## src/rtl/uart_absorber.sv

```systemverilog
// UART 8N1 receiver with a small FIFO, presented as an AXI-stream byte source.
// Define UART_ABSORBER_PARITY_EN to receive 8E1 frames with parity checking.
module uart_absorber #(
    parameter int          CLK_FREQ_HZ = 16000000,
    parameter int          BAUD_RATE   = 57600,
    parameter int          DEPTH       = 4,
    parameter logic [7:0]  LAST_CHAR   = 8'h0A
) (
    input  logic       i_clk,
    input  logic       i_rst,
    input  logic       i_uart_rx,
    output logic [7:0] o_tdata,
    output logic       o_tlast,
    output logic       o_tvalid,
    input  logic       i_tready,
    output logic       o_frame_err,
    output logic       o_overrun,
    output logic       o_parity_err
);

    localparam int CPB  = CLK_FREQ_HZ / BAUD_RATE;
    localparam int HALF = CPB / 2;
    localparam int CW   = $clog2(CPB + 1);
    localparam int AW   = $clog2(DEPTH);

`ifdef UART_ABSORBER_PARITY_EN
    typedef enum logic [2:0] {
        S_IDLE, S_START, S_DATA, S_PARITY, S_STOP, S_BREAK
    } state_t;
`else
    typedef enum logic [2:0] {
        S_IDLE, S_START, S_DATA, S_STOP, S_BREAK
    } state_t;
`endif

    state_t        state, state_n;
    logic          rx_s1, rx_s2;
    logic [CW-1:0] cnt, cnt_n;
    logic [2:0]    bit_idx, bit_n;
    logic [7:0]    shift, shift_n;
    logic          push_q, push_n;
    logic          ferr_q, ferr_n;
`ifdef UART_ABSORBER_PARITY_EN
    logic          par_bad, par_bad_n;
    logic          perr_q, perr_n;
`endif

    always_ff @(posedge i_clk) begin
        if (i_rst) begin
            rx_s1   <= 1'b1;
            rx_s2   <= 1'b1;
            state   <= S_IDLE;
            cnt     <= '0;
            bit_idx <= '0;
            shift   <= '0;
            push_q  <= 1'b0;
            ferr_q  <= 1'b0;
`ifdef UART_ABSORBER_PARITY_EN
            par_bad <= 1'b0;
            perr_q  <= 1'b0;
`endif
        end else begin
            rx_s1   <= i_uart_rx;
            rx_s2   <= rx_s1;
            state   <= state_n;
            cnt     <= cnt_n;
            bit_idx <= bit_n;
            shift   <= shift_n;
            push_q  <= push_n;
            ferr_q  <= ferr_n;
`ifdef UART_ABSORBER_PARITY_EN
            par_bad <= par_bad_n;
            perr_q  <= perr_n;
`endif
        end
    end

    always_comb begin
        state_n = state;
        cnt_n   = cnt;
        bit_n   = bit_idx;
        shift_n = shift;
        push_n  = 1'b0;
        ferr_n  = 1'b0;
`ifdef UART_ABSORBER_PARITY_EN
        par_bad_n = par_bad;
        perr_n    = 1'b0;
`endif
        unique case (state)
            S_IDLE: begin
                if (!rx_s2) begin
                    cnt_n   = CW'(HALF - 1);
                    state_n = S_START;
                end
            end
            S_START: begin
                if (cnt != '0) begin
                    cnt_n = cnt - 1'b1;
                end else if (rx_s2) begin
                    state_n = S_IDLE;
                end else begin
                    cnt_n   = CW'(CPB - 1);
                    bit_n   = 3'd0;
                    state_n = S_DATA;
                end
            end
            S_DATA: begin
                if (cnt != '0) begin
                    cnt_n = cnt - 1'b1;
                end else begin
                    shift_n = {rx_s2, shift[7:1]};
                    cnt_n   = CW'(CPB - 1);
                    bit_n   = bit_idx + 3'd1;
                    if (bit_idx == 3'd7) begin
`ifdef UART_ABSORBER_PARITY_EN
                        state_n = S_PARITY;
`else
                        state_n = S_STOP;
`endif
                    end
                end
            end
`ifdef UART_ABSORBER_PARITY_EN
            S_PARITY: begin
                if (cnt != '0) begin
                    cnt_n = cnt - 1'b1;
                end else begin
                    par_bad_n = ^{shift, rx_s2};
                    cnt_n     = CW'(CPB - 1);
                    state_n   = S_STOP;
                end
            end
`endif
            S_STOP: begin
                if (cnt != '0) begin
                    cnt_n = cnt - 1'b1;
                end else if (rx_s2) begin
                    // Leave mid-stop-bit so a back-to-back start edge is seen
                    state_n = S_IDLE;
`ifdef UART_ABSORBER_PARITY_EN
                    perr_n  = par_bad;
                    push_n  = !par_bad;
`else
                    push_n  = 1'b1;
`endif
                end else begin
                    ferr_n  = 1'b1;
                    state_n = S_BREAK;
                end
            end
            S_BREAK: begin
                if (rx_s2) state_n = S_IDLE;
            end
            default: state_n = S_IDLE;
        endcase
    end

    logic [AW:0] wptr, rptr;
    logic [8:0]  mem [DEPTH];
    logic        empty, full, pop, push;

    assign empty = (wptr == rptr);
    assign full  = (wptr[AW] != rptr[AW]) &&
                   (wptr[AW-1:0] == rptr[AW-1:0]);
    assign pop   = !empty && i_tready;
    assign push  = push_q && (!full || pop);

    always_ff @(posedge i_clk) begin
        if (i_rst) begin
            wptr <= '0;
            rptr <= '0;
            for (int i = 0; i < DEPTH; i++) mem[i] <= '0;
        end else begin
            if (push) begin
                mem[wptr[AW-1:0]] <= {shift == LAST_CHAR, shift};
                wptr <= wptr + 1'b1;
            end
            if (pop) rptr <= rptr + 1'b1;
        end
    end

    assign o_tvalid    = !empty;
    assign o_tdata     = empty ? 8'h00 : mem[rptr[AW-1:0]][7:0];
    assign o_tlast     = empty ? 1'b0 : mem[rptr[AW-1:0]][8];
    assign o_overrun   = push_q && full && !pop;
    assign o_frame_err = ferr_q;
`ifdef UART_ABSORBER_PARITY_EN
    assign o_parity_err = perr_q;
`else
    assign o_parity_err = 1'b0;
`endif

endmodule

```

## config.mk

```make
export PLATFORM = sky130hd
export DESIGN_NAME = uart_absorber
export DESIGN_NICKNAME = d
export VERILOG_FILES = /design/src/rtl/uart_absorber.sv
export SDC_FILE = /design/constraint.sdc
export NUM_CORES = 1
export LEC_CHECK = 0
export ABC_AREA = 1
export BUFFER_PORTS_ARGS = -buffer_cell sky130_fd_sc_hd__buf_2
export CORE_MARGIN = 2
export CORE_UTILIZATION = 60
export DETAILED_ROUTE_END_ITERATION = 7
export PLACE_DENSITY_LB_ADDON = 0.3
export RECOVER_POWER = 50
export SETUP_SLACK_MARGIN = 0.15
export SYNTH_ARGS = -nofsm -noshare
export SYNTH_HDL_FRONTEND = slang
export SYNTH_SLANG_ARGS = --single-unit
export TNS_END_PERCENT = 20
```

## constraint.sdc

```tcl
create_clock -name i_clk -period 2.7 [get_ports i_clk]
set_clock_uncertainty 0.05 [all_clocks]
set_input_delay 0.27 -clock i_clk [delete_from_list [all_inputs] [get_ports i_clk]]
set_output_delay 0.27 -clock i_clk [all_outputs]
set_load 0.005 [all_outputs]
```

Word-level counts from Yosys, hierarchy flattened

Memories as Yosys holds them, arrays and structs flattened. A register that Yosys moved wholly into a read port is not among the register bits.
Index checks and enable logic that the tools add are counted.

Bits in registers: 33
Bits in writable memories: 36
Input port bits: 4
Word-level logic and storage cells: 87
Memories kept: 1

$add $sub $neg: 4
Equal/unequal tests: 18
Mux-type cells: 33
Bitwise logic cells: 2
Reductions and logical operators: 19

Memories:

| memory | depth | width | read ports | clocked after Yosys merged registers in | write ports | RTL line | source |
|---|---|---|---|---|---|---|---|
| mem    | 4     | 9     | 1          | 1                                       | 4           | 159      | `logic [8:0] mem [DEPTH];` |

Operators with widths:

| cell                                                                   | count |
|---|---|
| 9-bit 2-to-1 mux                                                       | 6 |
| 9-bit one-hot mux with 4 select lines                                  | 1 |
| 3-bit 2-to-1 mux                                                       | 10 |
| 2-bit inequality test (second input constant)                          | 8 |
| 3-bit one-hot mux with 5 select lines                                  | 1 |
| 3-bit by 1-bit adder with 3-bit output (second input constant)         | 3 |
| 1-bit 2-to-1 mux                                                       | 9 |
| 9-bit nonzero test                                                     | 1 |
| 9-bit OR reduction                                                     | 1 |
| 9-bit by 1-bit subtractor with 9-bit output (second input constant)    | 1 |
| 8-bit by 4-bit equality test with 1-bit output (second input constant) | 1 |
| 2-bit 2-to-1 mux                                                       | 4 |
| 8-bit 2-to-1 mux                                                       | 1 |
| 4-bit AND reduction                                                    | 2 |
| 3-bit by 2-bit equality test with 1-bit output (second input constant) | 2 |
| 3-bit equality test (second input constant)                            | 2 |
| 3-bit one-hot mux with 2 select lines                                  | 1 |
| 6-bit AND reduction                                                    | 1 |
| 1-bit logical AND                                                      | 5 |
| 4-bit nonzero test                                                     | 1 |
| 3-bit by 1-bit equality test with 1-bit output (second input constant) | 1 |
| 3-bit equality test                                                    | 1 |
| 1-bit zero test                                                        | 3 |
| 3-bit zero test                                                        | 1 |
| other kinds (8)                                                        | 9 |

Depth between registers and ports, before layout

Depth after elaboration: 10
Depth in mapped cells: 10

Worst setup path after synthesis

OpenSTA, ideal clock, no wires.

Path type: register to register
Start: register wptr[1]
End: memory mem[3][0] (enable)
Library setup time: 0.390 ns
Data arrival time: 1.580 ns
Data required time: 2.260 ns
Setup slack: 0.680 ns
Stages on the path, launching flop included: 7
Buffers on the path: 0
Period minus slack after synthesis: 2.020 ns
Cells stage by stage: dfxtp_1 -> nand2_1 -> nand2_1 -> nor2_2 -> nand2_2 -> nand2_1 -> o31ai_1

RTL lines:

| element                  | RTL line | source |
|---|---|---|
| start: declaration       | 158      | `logic [AW:0] wptr, rptr;` |
| start signal: assignment | 176      | `wptr <= wptr + 1'b1;` |
| end: declaration         | 159      |  |

==> results.rst <==
.. list-table::
   :header-rows: 1

   * - Metric
     - Value
   * - Outcome
     - complete, no violations
   * - Number of enable-type register cells in the synthesized netlist
     - 36
   * - Number of buffer and inverter instances along the worst setup path
     - 1
   * - Number of diodes
     - 0
   * - Routability-driven placement congestion ratio
     - 0.912
   * - Die width
     - 78.8 um
   * - Maximum level of the CTS H-tree
     - 3
   * - Place WS
     - 0.693 ns
   * - Top post-synthesis cells by count
     - sky130_fd_sc_hd__nor2_1 (97), sky130_fd_sc_hd__nand2_1 (79), sky130_fd_sc_hd__inv_1 (50)
   * - Die Height
     - 78.8 um
   * - Synthesized area per cell
     - 8.10 um^2
   * - Crit path cell chain
     - inv_1, nand2_1, nand2_1, nor2_1, nand2_2, nand3_1, nor2_1, nand2_1, nand2_1
   * - Cell with the largest stage delay on the worst path
     - sky130_fd_sc_hd__dfxtp_1
   * - Leakage power
     - 1.63 nW
   * - Core region area
     - 0.00547 mm^2
   * - CTS Buffer Depth
     - 2
   * - Crit path max-delay family
     - simple AND/OR/NAND/NOR gates
   * - Share of the yosys chip area belonging to registers
     - 53.0%
   * - Global-route wire length before repair
     - 11400 um
   * - CTS clock-pin slew for the worst setup and hold paths
     - 0.07 ns
   * - Half-perimeter wire length of the detailed placement result
     - 4930 um
   * - Total congestion overflow
     - 0
   * - Worst max-slew margin expressed relative to the limit
     - 57.7%
   * - Yosys warnings
     - 0
   * - Number of antenna violations at the first check in global routing
     - 0
   * - Mapped cell area
     - 0.00336 mm^2
   * - Maximum capacitance violations
     - 0
   * - Start-to-end type of the worst setup path
     - reg2reg
   * - Pin count of the biggest net entering global routing
     - 29
   * - Power density cells
     - 718 mW/mm^2
   * - Setup total negative slack
     - 0 ns
   * - Area share of the leading cell type in the synthesized netlist
     - 32.2%
   * - Number of standard cells after synthesis
     - 415
   * - Detailed-route DRC error count
     - 0
   * - Final worst slack
     - 0.383 ns
   * - Top flip-flop cell by instance count after synthesis
     - sky130_fd_sc_hd__edfxtp_1
   * - Clock period minus worst slack
     - 2.32 ns
   * - Most numerous cell in the Yosys netlist
     - sky130_fd_sc_hd__nor2_1
   * - Setup violation total in the final timing report
     - 0
   * - Post-route clock period utilization
     - 85.8%
   * - Number of storage elements in the synthesis netlist
     - 71
   * - Total wire length
     - 6840 um
   * - Detail Route Antenna Nets
     - 0
   * - Number of buffers created by CTS
     - 9
   * - Initial cell density of the core
     - 61.4%
   * - Post-synth net total
     - 424
   * - Highest fanout seen on the critical path
     - 10
   * - Number of primary I/O pins
     - 17
   * - Critical path required time
     - 2.66 ns
   * - Worst supply voltage drop on vdd
     - 0.000423 V
   * - Fin nets
     - 442
   * - Placement Rows
     - 27
   * - Slew at the pin closest to its max-slew limit
     - 0.633 ns
   * - Port buffer count
     - 15
   * - Later-pin clock latency in the skew report
     - 0.35 ns
   * - F_max
     - 432 MHz
   * - Iteration-0 DRC count of the detailed router
     - 301
   * - Crit end category
     - flip-flop
   * - Num Clock Sinks
     - 71
   * - Die outline area
     - 0.00621 mm^2
   * - Post-synthesis async set-or-reset flop share
     - 0%
   * - Mean number of vias per cell
     - 5.24
   * - Area growth from synthesis to final layout
     - 7.75%
   * - Cell occurring most often along the worst timing path
     - sky130_fd_sc_hd__nand2_1
   * - Unrepaired setup endpoints after global routing
     - no
   * - Dominant cells by area after synthesis
     - sky130_fd_sc_hd__edfxtp_1 (32%), sky130_fd_sc_hd__dfxtp_1 (21%), sky130_fd_sc_hd__nor2_1 (11%)
   * - Setup Buffers After CTS
     - 0
   * - Startpoint types
     - flip-flop
   * - First-pass iteration count of the detailed router
     - 4
   * - Global-route total usage across every layer
     - 24.0%
   * - Final hold violations
     - 0
   * - Number of global-route vias before repair
     - 2501
   * - Biggest cell delay along the critical path
     - 0.37 ns
   * - Fraction of final layout cells sized beyond drive strength 1
     - 7.53%
   * - Number of cells upsized or downsized after cts
     - 0
   * - Max-slew violation count
     - 0
   * - Data arrival time of the critical path
     - 2.28 ns
   * - Post-synth top area cell
     - sky130_fd_sc_hd__edfxtp_1
   * - Count of different cell masters after synthesis
     - 28
   * - HP Class
     - in2reg
   * - Clock root cell
     - sky130_fd_sc_hd__clkbuf_8
   * - Clock tree from TritonCTS
     - built
   * - Total via count in the routed design
     - 2670
   * - Average routed wire per standard cell
     - 13.4 um
   * - Hold-fix buffer count after cts
     - 0
[worst register-to-register path, stage by stage (launching register included)]
cell and delay (ns):
sky130_fd_sc_hd__dfxtp_1 0.37, sky130_fd_sc_hd__inv_1 0.16, sky130_fd_sc_hd__nand2_1 0.06, sky130_fd_sc_hd__nand2_1 0.07, sky130_fd_sc_hd__nor2_1 0.05, sky130_fd_sc_hd__nand2_2 0.08, sky130_fd_sc_hd__nand3_1 0.27, sky130_fd_sc_hd__nor2_1 0.30
sky130_fd_sc_hd__nand2_1 0.23, sky130_fd_sc_hd__nand2_1 0.34
[final cells by class]
cell class              instances  area, um^2
fillers                       477        1850
flip-flops and latches         71        1780
multi-input cells             281        1280
inverters                      51         191
clock buffers                  11         131
repair buffers                 19        96.3
well taps                      72        90.1
clock inverters                 5        48.8
[report_power, final]
part	leakage (nW)	internal [mW]	switching [mW]
sequential	0.656	1.20	0.0527
clock	0.0945	0.419	0.363
combinational	0.876	0.188	0.379
[path summary, 6_finish.rpt]
kind	start	endpoint	slack, ns	cells past startpoint
worst max-delay path	wptr[0]	mem[0][4]	0.38	9
worst min-delay path	i_uart_rx	rx_s1	0.06	2
worst max register to register	wptr[0]	mem[0][4]	0.38	9
worst min register to register	rx_s1	rx_s2	0.38	1
[state kept, by name, indices dropped and copies added (netlist names), named ones only]
register,cells
shift,8
push_q,1
state,3
rx_s1,1
o_frame_err,1
mem,36
rptr,3
cnt,9
bit_idx,3
rx_s2,1
wptr,3
[cells in the final DEF, fill, tap and decap left out, drive strengths merged]
cell type / n
dfxtp: 35
o21bai: 1
conb: 1
nand4: 4
or2: 2
nor2: 102
nand3: 20
clkbuf: 14
o31ai: 1
o21ai: 28
ha: 5
buf: 16
xor2: 4
nor4: 1
a21oi: 21
clkinv: 5
o32ai: 9
nand2: 82
bufinv: 1
inv: 50
edfxtp: 36
[per-stage QoR]
step                area [um^2]  total power [mW]  hold WS [ns]  std cells  utilization, %
floorplan                  3360              1.72         0.289        415               -
global placement           3500              1.83         0.347        494            63.9
detailed placement         3500              1.85         0.359        494            63.9
CTS                        3680              2.63        0.0480        510            67.2
global route               3620              2.75        0.0459        510            66.1
finish                     3620              2.60        0.0600        510            66.1
[per-layer routing]
metal	wire, um	global-route usage (%)
met1	3130	32.3
met2	3160	37.7
met3	397	4.89
met4	151	10.7
met5	0	0
[logic make-up after synthesis]
group	after synthesis	synth area share, %
buf+inv	63	7.41
other cells	1	0.112
fa+ha+maj	5	1.86
compound gates	60	10.1
xor+xnor	4	1.04
simple gates	211	26.4
flops	71	53.0
Power figures use the tool's default switching activity.
